--- config.mk ---
export PLATFORM = sky130hd
export DESIGN_NAME = dmem_arbiter
export DESIGN_NICKNAME = d
export VERILOG_FILES = /design/src/rtl/dmem_arbiter_pkg.sv /design/src/rtl/dmem_arbiter_rr_arb2.sv /design/src/rtl/dmem_arbiter.sv
export SDC_FILE = /design/constraint.sdc
export NUM_CORES = 1
export LEC_CHECK = 0
export ABC_AREA = 0
export BUFFER_PORTS_ARGS = -buffer_cell sky130_fd_sc_hd__buf_2
export CELL_PAD_IN_SITES_DETAIL_PLACEMENT = 1
export CELL_PAD_IN_SITES_GLOBAL_PLACEMENT = 1
export CORE_AREA = 2 2 131 133
export CTS_CLUSTER_SIZE = 30
export DETAILED_ROUTE_END_ITERATION = 7
export DIE_AREA = 0 0 133 135
export PLACE_DENSITY_LB_ADDON = 0.1
export SLEW_MARGIN = 20
export SYNTH_ARGS = -nofsm -noshare
export SYNTH_HDL_FRONTEND = slang
export SYNTH_SLANG_ARGS = --single-unit
--- constraint.sdc ---
create_clock -name clock -period 5.03 [get_ports clock]
set_clock_uncertainty 0.2 [all_clocks]
set_input_delay 0.2515 -clock clock [delete_from_list [all_inputs] [get_ports clock]]
set_output_delay 0.2515 -clock clock [all_outputs]
set_load 0.02 [all_outputs]
--- src/rtl/dmem_arbiter_pkg.sv ---
// Shared definitions for the d_mem sequencer/arbiter: FSM states, requester ids,
// and the default memory depth.
package dmem_arbiter_pkg;

    typedef enum logic [1:0] {
        IDLE   = 2'd0,
        ACCESS = 2'd1,
        RESP   = 2'd2
    } state_e;

    typedef enum logic {
        ID_CPU = 1'b0,
        ID_DBG = 1'b1
    } req_id_e;

    localparam int unsigned MEM_WORDS_DEFAULT = 8;

endpackage

--- src/rtl/dmem_arbiter_rr_arb2.sv ---
// Two-input round-robin picker: a lone requester wins, a tie goes to the port
// that was not granted last.
module rr_arb2
    import dmem_arbiter_pkg::*;
(
    input  logic [1:0] req,      // [0] = CPU, [1] = DBG
    input  req_id_e    last,
    output req_id_e    grant_id
);

    always_comb begin
        grant_id = ID_CPU;
        case (req)
            2'b10:   grant_id = ID_DBG;
            2'b11:   grant_id = (last == ID_CPU) ? ID_DBG : ID_CPU;
            default: grant_id = ID_CPU;
        endcase
    end

endmodule

--- src/rtl/dmem_arbiter.sv ---
// Shares the single-port d_mem between the CPU MEM stage and a debug/loader port,
// running each access as IDLE -> ACCESS -> RESP with range-checked addresses.
module dmem_arbiter
    import dmem_arbiter_pkg::*;
#(
    parameter int unsigned MEM_WORDS = MEM_WORDS_DEFAULT,
    parameter int unsigned ADDR_W    = 32
) (
    input  logic              clock,
    input  logic              reset_n,

    input  logic              cpu_req,
    input  logic              cpu_we,
    input  logic [ADDR_W-1:0] cpu_addr,
    input  logic [31:0]       cpu_wdata,
    output logic [31:0]       cpu_rdata,
    output logic              cpu_ack,
    output logic              cpu_stall,

    input  logic              dbg_req,
    input  logic              dbg_we,
    input  logic [ADDR_W-1:0] dbg_addr,
    input  logic [31:0]       dbg_wdata,
    output logic [31:0]       dbg_rdata,
    output logic              dbg_ack,

    output logic              err,

    output logic              mem_write,
    output logic              mem_read,
    output logic [ADDR_W-1:0] mem_addr,
    output logic [31:0]       mem_wdata,
    input  logic [31:0]       mem_rdata
);

    state_e            state_q, state_d;
    req_id_e           gid_q, gid_d;
    req_id_e           last_q, last_d;
    logic              we_q, we_d;
    logic [ADDR_W-1:0] addr_q, addr_d;
    logic [31:0]       wdata_q, wdata_d;
    logic [31:0]       rdata_q, rdata_d;

    req_id_e           pick;
    logic              in_access;
    logic              in_resp;
    logic              in_range;

    rr_arb2 u_rr_arb2 (
        .req      ({dbg_req, cpu_req}),
        .last     (last_q),
        .grant_id (pick)
    );

    assign in_access = (state_q == ACCESS);
    assign in_resp   = (state_q == RESP);
    assign in_range  = (addr_q < ADDR_W'(MEM_WORDS));

    always_comb begin
        state_d = state_q;
        gid_d   = gid_q;
        last_d  = last_q;
        we_d    = we_q;
        addr_d  = addr_q;
        wdata_d = wdata_q;
        rdata_d = rdata_q;
        case (state_q)
            IDLE: begin
                if (cpu_req || dbg_req) begin
                    state_d = ACCESS;
                    gid_d   = pick;
                    last_d  = pick;
                    if (pick == ID_DBG) begin
                        we_d    = dbg_we;
                        addr_d  = dbg_addr;
                        wdata_d = dbg_wdata;
                    end else begin
                        we_d    = cpu_we;
                        addr_d  = cpu_addr;
                        wdata_d = cpu_wdata;
                    end
                end
            end
            ACCESS: begin
                state_d = RESP;
                // Writes and out-of-range accesses both return zero.
                rdata_d = mem_read ? mem_rdata : '0;
            end
            RESP:    state_d = IDLE;
            default: state_d = IDLE;
        endcase
    end

    always_ff @(posedge clock or negedge reset_n) begin
        if (!reset_n) begin
            state_q <= IDLE;
            gid_q   <= ID_CPU;
            last_q  <= ID_DBG;
            we_q    <= 1'b0;
            addr_q  <= '0;
            wdata_q <= '0;
            rdata_q <= '0;
        end else begin
            state_q <= state_d;
            gid_q   <= gid_d;
            last_q  <= last_d;
            we_q    <= we_d;
            addr_q  <= addr_d;
            wdata_q <= wdata_d;
            rdata_q <= rdata_d;
        end
    end

    assign mem_write = in_access & we_q & in_range;
    assign mem_read  = in_access & ~we_q & in_range;
    assign mem_addr  = in_access ? addr_q : '0;
    assign mem_wdata = in_access ? wdata_q : '0;

    assign cpu_ack   = in_resp & (gid_q == ID_CPU);
    assign dbg_ack   = in_resp & (gid_q == ID_DBG);
    assign cpu_rdata = cpu_ack ? rdata_q : '0;
    assign dbg_rdata = dbg_ack ? rdata_q : '0;
    assign err       = in_resp & ~in_range;

    assign cpu_stall = cpu_req & ~cpu_ack;

endmodule

==> flow_summary.json, run 1 <==
{
  "status": "complete, no violations",
  "ys.flop_type": "dfrtp_1",
  "die_y_um": 135,
  "numCtsBuffers": 9,
  "cts_tree": "yes",
  "diodes": 0,
  "yosys.area.top_type": "dfrtp_1",
  "drive_above_1_share_pct": 58.9,
  "synth_area_mm2": 0.00599,
  "worst-path-stages": 7,
  "finalWorstSetupSlack_ps": 1750,
  "yosysTopAreaCellShare_pct": 41.8,
  "drtIter0Drc": 175,
  "nFillCells": 1925,
  "async_flop_share_pct": 100,
  "fin_area_mm2": 0.00818,
  "cts-root-buf": "clkbuf_16",
  "r2r_slack_ps": 2250,
  "crit_path_max_incr_delay_ps": 710,
  "drt-total-wl_mm": 18.4,
  "yosys.area_share.xor_xnor_pct": 0,
  "drv_slew": 0,
  "min_from": "mem_rdata[19]",
  "slew_headroom_pct": 30.7,
  "clock_latency_ps": 350,
  "synth_top_family_by_area": "multiplexers",
  "finalHoldViolCount": 0,
  "ff2ff_path_depth": 4,
  "max_cap_viol_count": 0,
  "yosysSeqAreaShare_pct": 42.2,
  "cp_num_buf_inv": 4,
  "crit_type": "reg2out",
  "yosysWarnings": 0,
  "drc": 0,
  "drt-wirelength-per-cell_um": 17.5,
  "reg2reg_to": "wdata_q[28]",
  "leakage_nw": 4.02,
  "io_buffer_count": 299,
  "ant_nets": 0,
  "hold_class": "in2reg",
  "area_delta_synth_final_pct": 36.5,
  "cp-startpoint": "state_q[1]",
  "hold_end": "rdata_q[19]",
  "place_inst": 1009,
  "synth_common_cells": "mux2_2 (132), and2_1 (127), dfrtp_1 (100)",
  "grt_use_total_pct": 20.7,
  "overflow": 0,
  "path_delay_family": "buffers and inverters",
  "cp_cell_sequence": "nand2b_1 -> buf_4 -> inv_2 -> buf_4 -> nand2_1 -> nor3_1 -> buf_2",
  "pwr_density_cell_mw_per_mm2": 454,
  "holdPathStages": 3,
  "htreeDepth": 3,
  "crit_top_cell": "buf_4",
  "ys_seq_elements": 101,
  "place_ws_ps": 2090,
  "grt_max_degree": 66,
  "die_x_um": 133,
  "post-synth-top-count-cell": "mux2_2",
  "r2r_start": "last_q",
  "critPathArrivalTime_ps": 2830,
  "post-route-period-util_pct": 65.2,
  "synth_cells": 524,
  "place.gp.congestion": 0.740,
  "synth_compound_area_share_pct": 6.56,
  "core_area_mm2": 0.0164,
  "fp-row-count": 47,
  "irDropWorstVdd_mv": 0.226,
  "layoutNonFillerInstCount": 1056,
  "start_kind": "flip-flop",
  "numClockSinks": 101,
  "cp_max_fo": 61,
  "via_per_inst": 4.83,
  "crit_slowest_cell": "inv_2",
  "syn-mean-instance-area_um2": 11.4,
  "worst_pin_slew_ps": 1040,
  "synthMuxAreaShare_pct": 24.8,
  "yosys-top-cells-area": "dfrtp_1 (42%), mux2_2 (25%), and2_1 (13%), o31ai_2 (5.6%), nand3b_1 (4.0%)",
  "period_minus_slack_ps": 3280,
  "rsz0062_at_grt": "no",
  "first_pass_iters": 4,
  "cts_buffer_depth": 2,
  "setup_tns_ps": 0,
  "postLayoutCoreUtil_pct": 49.8,
  "dp_hpwl_mm": 13.4,
  "die-area_mm2": 0.0180,
  "synthAdderAreaFrac_pct": 0,
  "placed_area_mm2": 0.00757,
  "nNetsFinal": 997,
  "antenna_found_initial": 0,
  "fmax_mhz": 305,
  "grt_pass1_wl_mm": 29.2,
  "cp_data_required_time_ps": 4580,
  "path_clk_slew_ps": 70,
  "start_util_pct": 36.5,
  "synthSimpleGateAreaFrac_pct": 21.6,
  "setup_violations": 0,
  "syn_nets": 690,
  "grt_pass1_vias": 5532,
  "vias": 5097,
  "synth-edff-count": 0,
  "synth_cell_types": 26,
  "end_kind": "primary output",
  "ios": 300
}
flip-flops by register name, summed over array words and instances (netlist names):
register,flops
last_q,1
we_q,1
rdata_q,32
wdata_q,32
state_q,2
gid_q,1
addr_q,32
cell usage in the layout (no fill, tap or decap), types with 2 or more instances in the layout:
| master | count |
|---|---|
| and2_1 | 127 |
| buf_2 | 298 |
| buf_4 | 10 |
| clkbuf_16 | 9 |
| clkinv_2 | 3 |
| dfrtp_1 | 100 |
| dlygate4sd3_1 | 31 |
| mux2_2 | 132 |
| nand2_1 | 33 |
| nand2b_1 | 2 |
| nand3b_1 | 32 |
| nand4_2 | 2 |
| nor2_1 | 3 |
| nor3_1 | 2 |
| nor4_1 | 6 |
| o31ai_1 | 5 |
| o31ai_2 | 27 |
report_power, final:
| part | total, W | leakage (nW) | switching (W) | internal [W] |
|---|---|---|---|---|
| Combinational | 0.00170 | 2.63 | 0.000916 | 0.000788 |
| Sequential | 0.00131 | 1.25 | 0.000206 | 0.00110 |
| Clock | 0.000702 | 0.143 | 0.000316 | 0.000386 |
| Total | 0.00372 | 4.02 | 0.00144 | 0.00228 |
layer usage:
metal	track usage (%)	vias to the layer above	part of all wire, %
met3	4.62	25	6.6
met5	0	-	0
met2	36.4	190	50
met1	25.0	2471	41
met4	7.23	0	2.0
li1	-	2411	-
logic make-up after synthesis:
group | after synthesis
compound gates | 34
buf+inv | 45
mux | 132
simple gates | 212
flops | 101
what timing repair did:
item                                    in CTS  in global routing
gates resized for setup                      0                  0
setup buffers                                0                  0
hold buffers                                31                  0
endpoints found under the setup margin       0                  0
endpoints found under the hold margin       94                  0
final cells by class:
| class | count | area [µm²] | area share (%) |
|---|---|---|---|
| Inverter | 2 | 7.51 | 0.0918 |
| Tap cell | 220 | 275 | 3.37 |
| Timing Repair Buffer | 339 | 1880 | 22.9 |
| Sequential cell | 101 | 2530 | 30.9 |
| Clock buffer | 10 | 229 | 2.80 |
| Clock inverter | 6 | 61.3 | 0.750 |
| Multi-Input combinational cell | 378 | 3200 | 39.1 |
per-stage QoR:
| stage | power [W] | hold slack (ps) |
|---|---|---|
| finish | 0.00372 | 10.1 |
| global route | 0.00395 | 17.4 |
| global placement | 0.00297 | 215 |
| CTS | 0.00377 | 6.37 |
| detailed placement | 0.00303 | 209 |
| floorplan | 0.00252 | -244 |
how the worst max path moves through the flow:
stage / slack, ps / endpoint
after floorplan: 2920 / mem_write
after global placement: 2090 / mem_write
after detailed placement: 2090 / mem_write
after CTS: 1700 / mem_write
after global routing: 1420 / mem_write
final: 1750 / mem_write
worst register-to-register path, delay by kind of cell, from the launching register on:
kind	cells	cell delay [ps]
buf+inv	1	580
compound gates	1	800
mux	2	700
flops	1	390
No activity file was read; power rests on OpenSTA's default activity.
==> inputs of run 2 (changes only) <==
--- a/config.mk
+++ b/config.mk
@@ -9,10 +9,10 @@
 export BUFFER_PORTS_ARGS = -buffer_cell sky130_fd_sc_hd__buf_2
 export CELL_PAD_IN_SITES_DETAIL_PLACEMENT = 1
 export CELL_PAD_IN_SITES_GLOBAL_PLACEMENT = 1
-export CORE_AREA = 2 2 131 133
+export CORE_AREA = 2 2 134 136
 export CTS_CLUSTER_SIZE = 30
 export DETAILED_ROUTE_END_ITERATION = 7
-export DIE_AREA = 0 0 133 135
+export DIE_AREA = 0 0 136 138
 export PLACE_DENSITY_LB_ADDON = 0.1
 export SLEW_MARGIN = 20
 export SYNTH_ARGS = -nofsm -noshare
==> constraint.sdc (replaced) <==
create_clock -name clock -period 3.38 [get_ports clock]
set_clock_uncertainty 0.2 [all_clocks]
set_input_delay 0.169 -clock clock [delete_from_list [all_inputs] [get_ports clock]]
set_output_delay 0.169 -clock clock [all_outputs]
set_load 0.02 [all_outputs]
==> run 2 against run 1 <==
First-iteration DRC count is 4.6% higher. Worst setup slack worse by 950 ps. Clock power is 51% higher. Via count is 10% higher. Cell area is 15% higher. Register-to-register slack worse by 1400 ps. Routed wire length is 12% higher. Sequential power is 50% higher. Sequential share of layout area is 4.0 points lower. Critical path type is now reg2reg. Critical endpoint is now wdata_q[13].
==> flow_summary.json, run 2 (same netlist as run 1, synthesis figures left out) <==
{
  "status": "complete, no violations",
  "rsz0062_at_grt": "no",
  "pwr_density_cell_mw_per_mm2": 620,
  "drt-total-wl_mm": 20.6,
  "clock_latency_ps": 350,
  "die-area_mm2": 0.0188,
  "area_delta_synth_final_pct": 57.0,
  "mostFrequentLayoutCells": "buf_2 (298), dlygate4sd3_1 (146), mux2_2 (132)",
  "dp_hpwl_mm": 13.0,
  "period_minus_slack_ps": 2580,
  "cp_max_fo": 63,
  "drt-wirelength-per-cell_um": 17.4,
  "fp-row-count": 49,
  "numCtsBuffers": 9,
  "hold_class": "in2reg",
  "cts-root-buf": "clkbuf_16",
  "grt_max_degree": 66,
  "setup_tns_ps": 0,
  "start_kind": "flip-flop",
  "path_clk_slew_ps": 70,
  "final_common_cell": "buf_2",
  "first_pass_iters": 4,
  "grt_pass1_vias": 6268,
  "drtIter0Drc": 183,
  "nFillCells": 2007,
  "reg_top3": "addr_q (32), rdata_q (32), wdata_q (32)",
  "leakage_nw": 4.52,
  "placed_area_mm2": 0.00763,
  "ios": 300,
  "ant_nets": 0,
  "fmax_mhz": 388,
  "crit_type": "reg2reg",
  "start_util_pct": 34.2,
  "cts_buffer_depth": 2,
  "post_cts_resized": 0,
  "die_y_um": 138,
  "critPathArrivalTime_ps": 2610,
  "htreeDepth": 3,
  "slew_headroom_pct": 37.8,
  "grt_use_total_pct": 22.0,
  "max_cap_viol_count": 0,
  "drv_slew": 0,
  "worst_pin_slew_ps": 932,
  "antenna_found_initial": 0,
  "fin_area_mm2": 0.00940,
  "die_x_um": 136,
  "grt_pass1_wl_mm": 32.7,
  "end_kind": "flip-flop",
  "core_area_mm2": 0.0175,
  "power.total_w": 0.00583,
  "overflow": 0,
  "via_per_inst": 4.76,
  "place.gp.congestion": 0.751,
  "post-route-period-util_pct": 76.3,
  "cp_data_required_time_ps": 3410,
  "setup_violations": 0,
  "drc": 0,
  "cts_tree": "yes",
  "drive_above_1_share_pct": 51.7,
  "numClockSinks": 101,
  "io_buffer_count": 299,
  "nNetsFinal": 1112,
  "vias": 5614,
  "irDropWorstVdd_mv": 0.357,
  "finalHoldViolCount": 0
}
==> run 2: area by class of cell <==
| cell class | instances | area, µm² | share of cell area [%] |
|---|---|---|---|
| Tap cell | 229 | 287 | 3.05 |
| Antenna cell | 1 | 2.50 | 0.0266 |
| Clock buffer | 12 | 256 | 2.73 |
| Sequential cell | 101 | 2530 | 26.9 |
| Inverter | 2 | 7.51 | 0.0798 |
| Multi-Input combinational cell | 378 | 3200 | 34.0 |
| Clock inverter | 3 | 45.0 | 0.479 |
| Timing Repair Buffer | 454 | 3080 | 32.7 |
==> run 2: power by group <==
part	switching, W	internal [W]
Combinational	0.00144	0.00137
Clock	0.000453	0.000611
Sequential	0.000322	0.00164
==> run 2: worst paths after layout <==
check,slack [ps],end,cells after the start,start
worst max-delay path,800,wdata_q[13],5,last_q
worst min-delay path,10,addr_q[5],3,dbg_addr[5]
worst max register to register,800,wdata_q[13],5,last_q
worst min register to register,300,addr_q[2],1,addr_q[2]
max in group asynchronous,2040,last_q,3,reset_n
min in group asynchronous,170,wdata_q[1],2,reset_n
==> run 2: stage by stage <==
step / setup WS, ps / std cells / utilization, % / hold WS [ps]
4_1_cts: 723 / 1178 / 53.5 / 0.792
3_3_place_gp: 1200 / 1018 / 43.5 / 31.8
2_1_floorplan: 1350 / 524 / - / -327
3_5_place_dp: 1110 / 1018 / 43.5 / 32.3
6_report: 802 / 1180 / 53.6 / 10.3
5_1_grt: 652 / 1179 / 53.6 / 2.71
==> run 2: metal layers <==
layer	up-vias	GRT usage, %	wire (µm)	share of wire (%)
li1	2649	-	-	-
met1	2744	24.8	8060	39
met2	191	40.1	10800	52
met3	30	5.57	1300	6.3
met4	0	6.74	436	2.1
met5	-	0	0	0
==> run 2: worst max-delay path: stages, from the launching register on <==
cell and delay (ps):
dfstp_2 380, a21boi_4 260, buf_12 320, mux2_2 390
dlygate4sd3_1 560, mux2_2 270
==> run 2: what timing repair did <==
| item | 4_1_cts | 5_1_grt |
|---|---|---|
| hold buffers | 145 | 1 |
| endpoints found under the hold margin | 136 | 1 |
| buffers inserted | 0 | 0 |
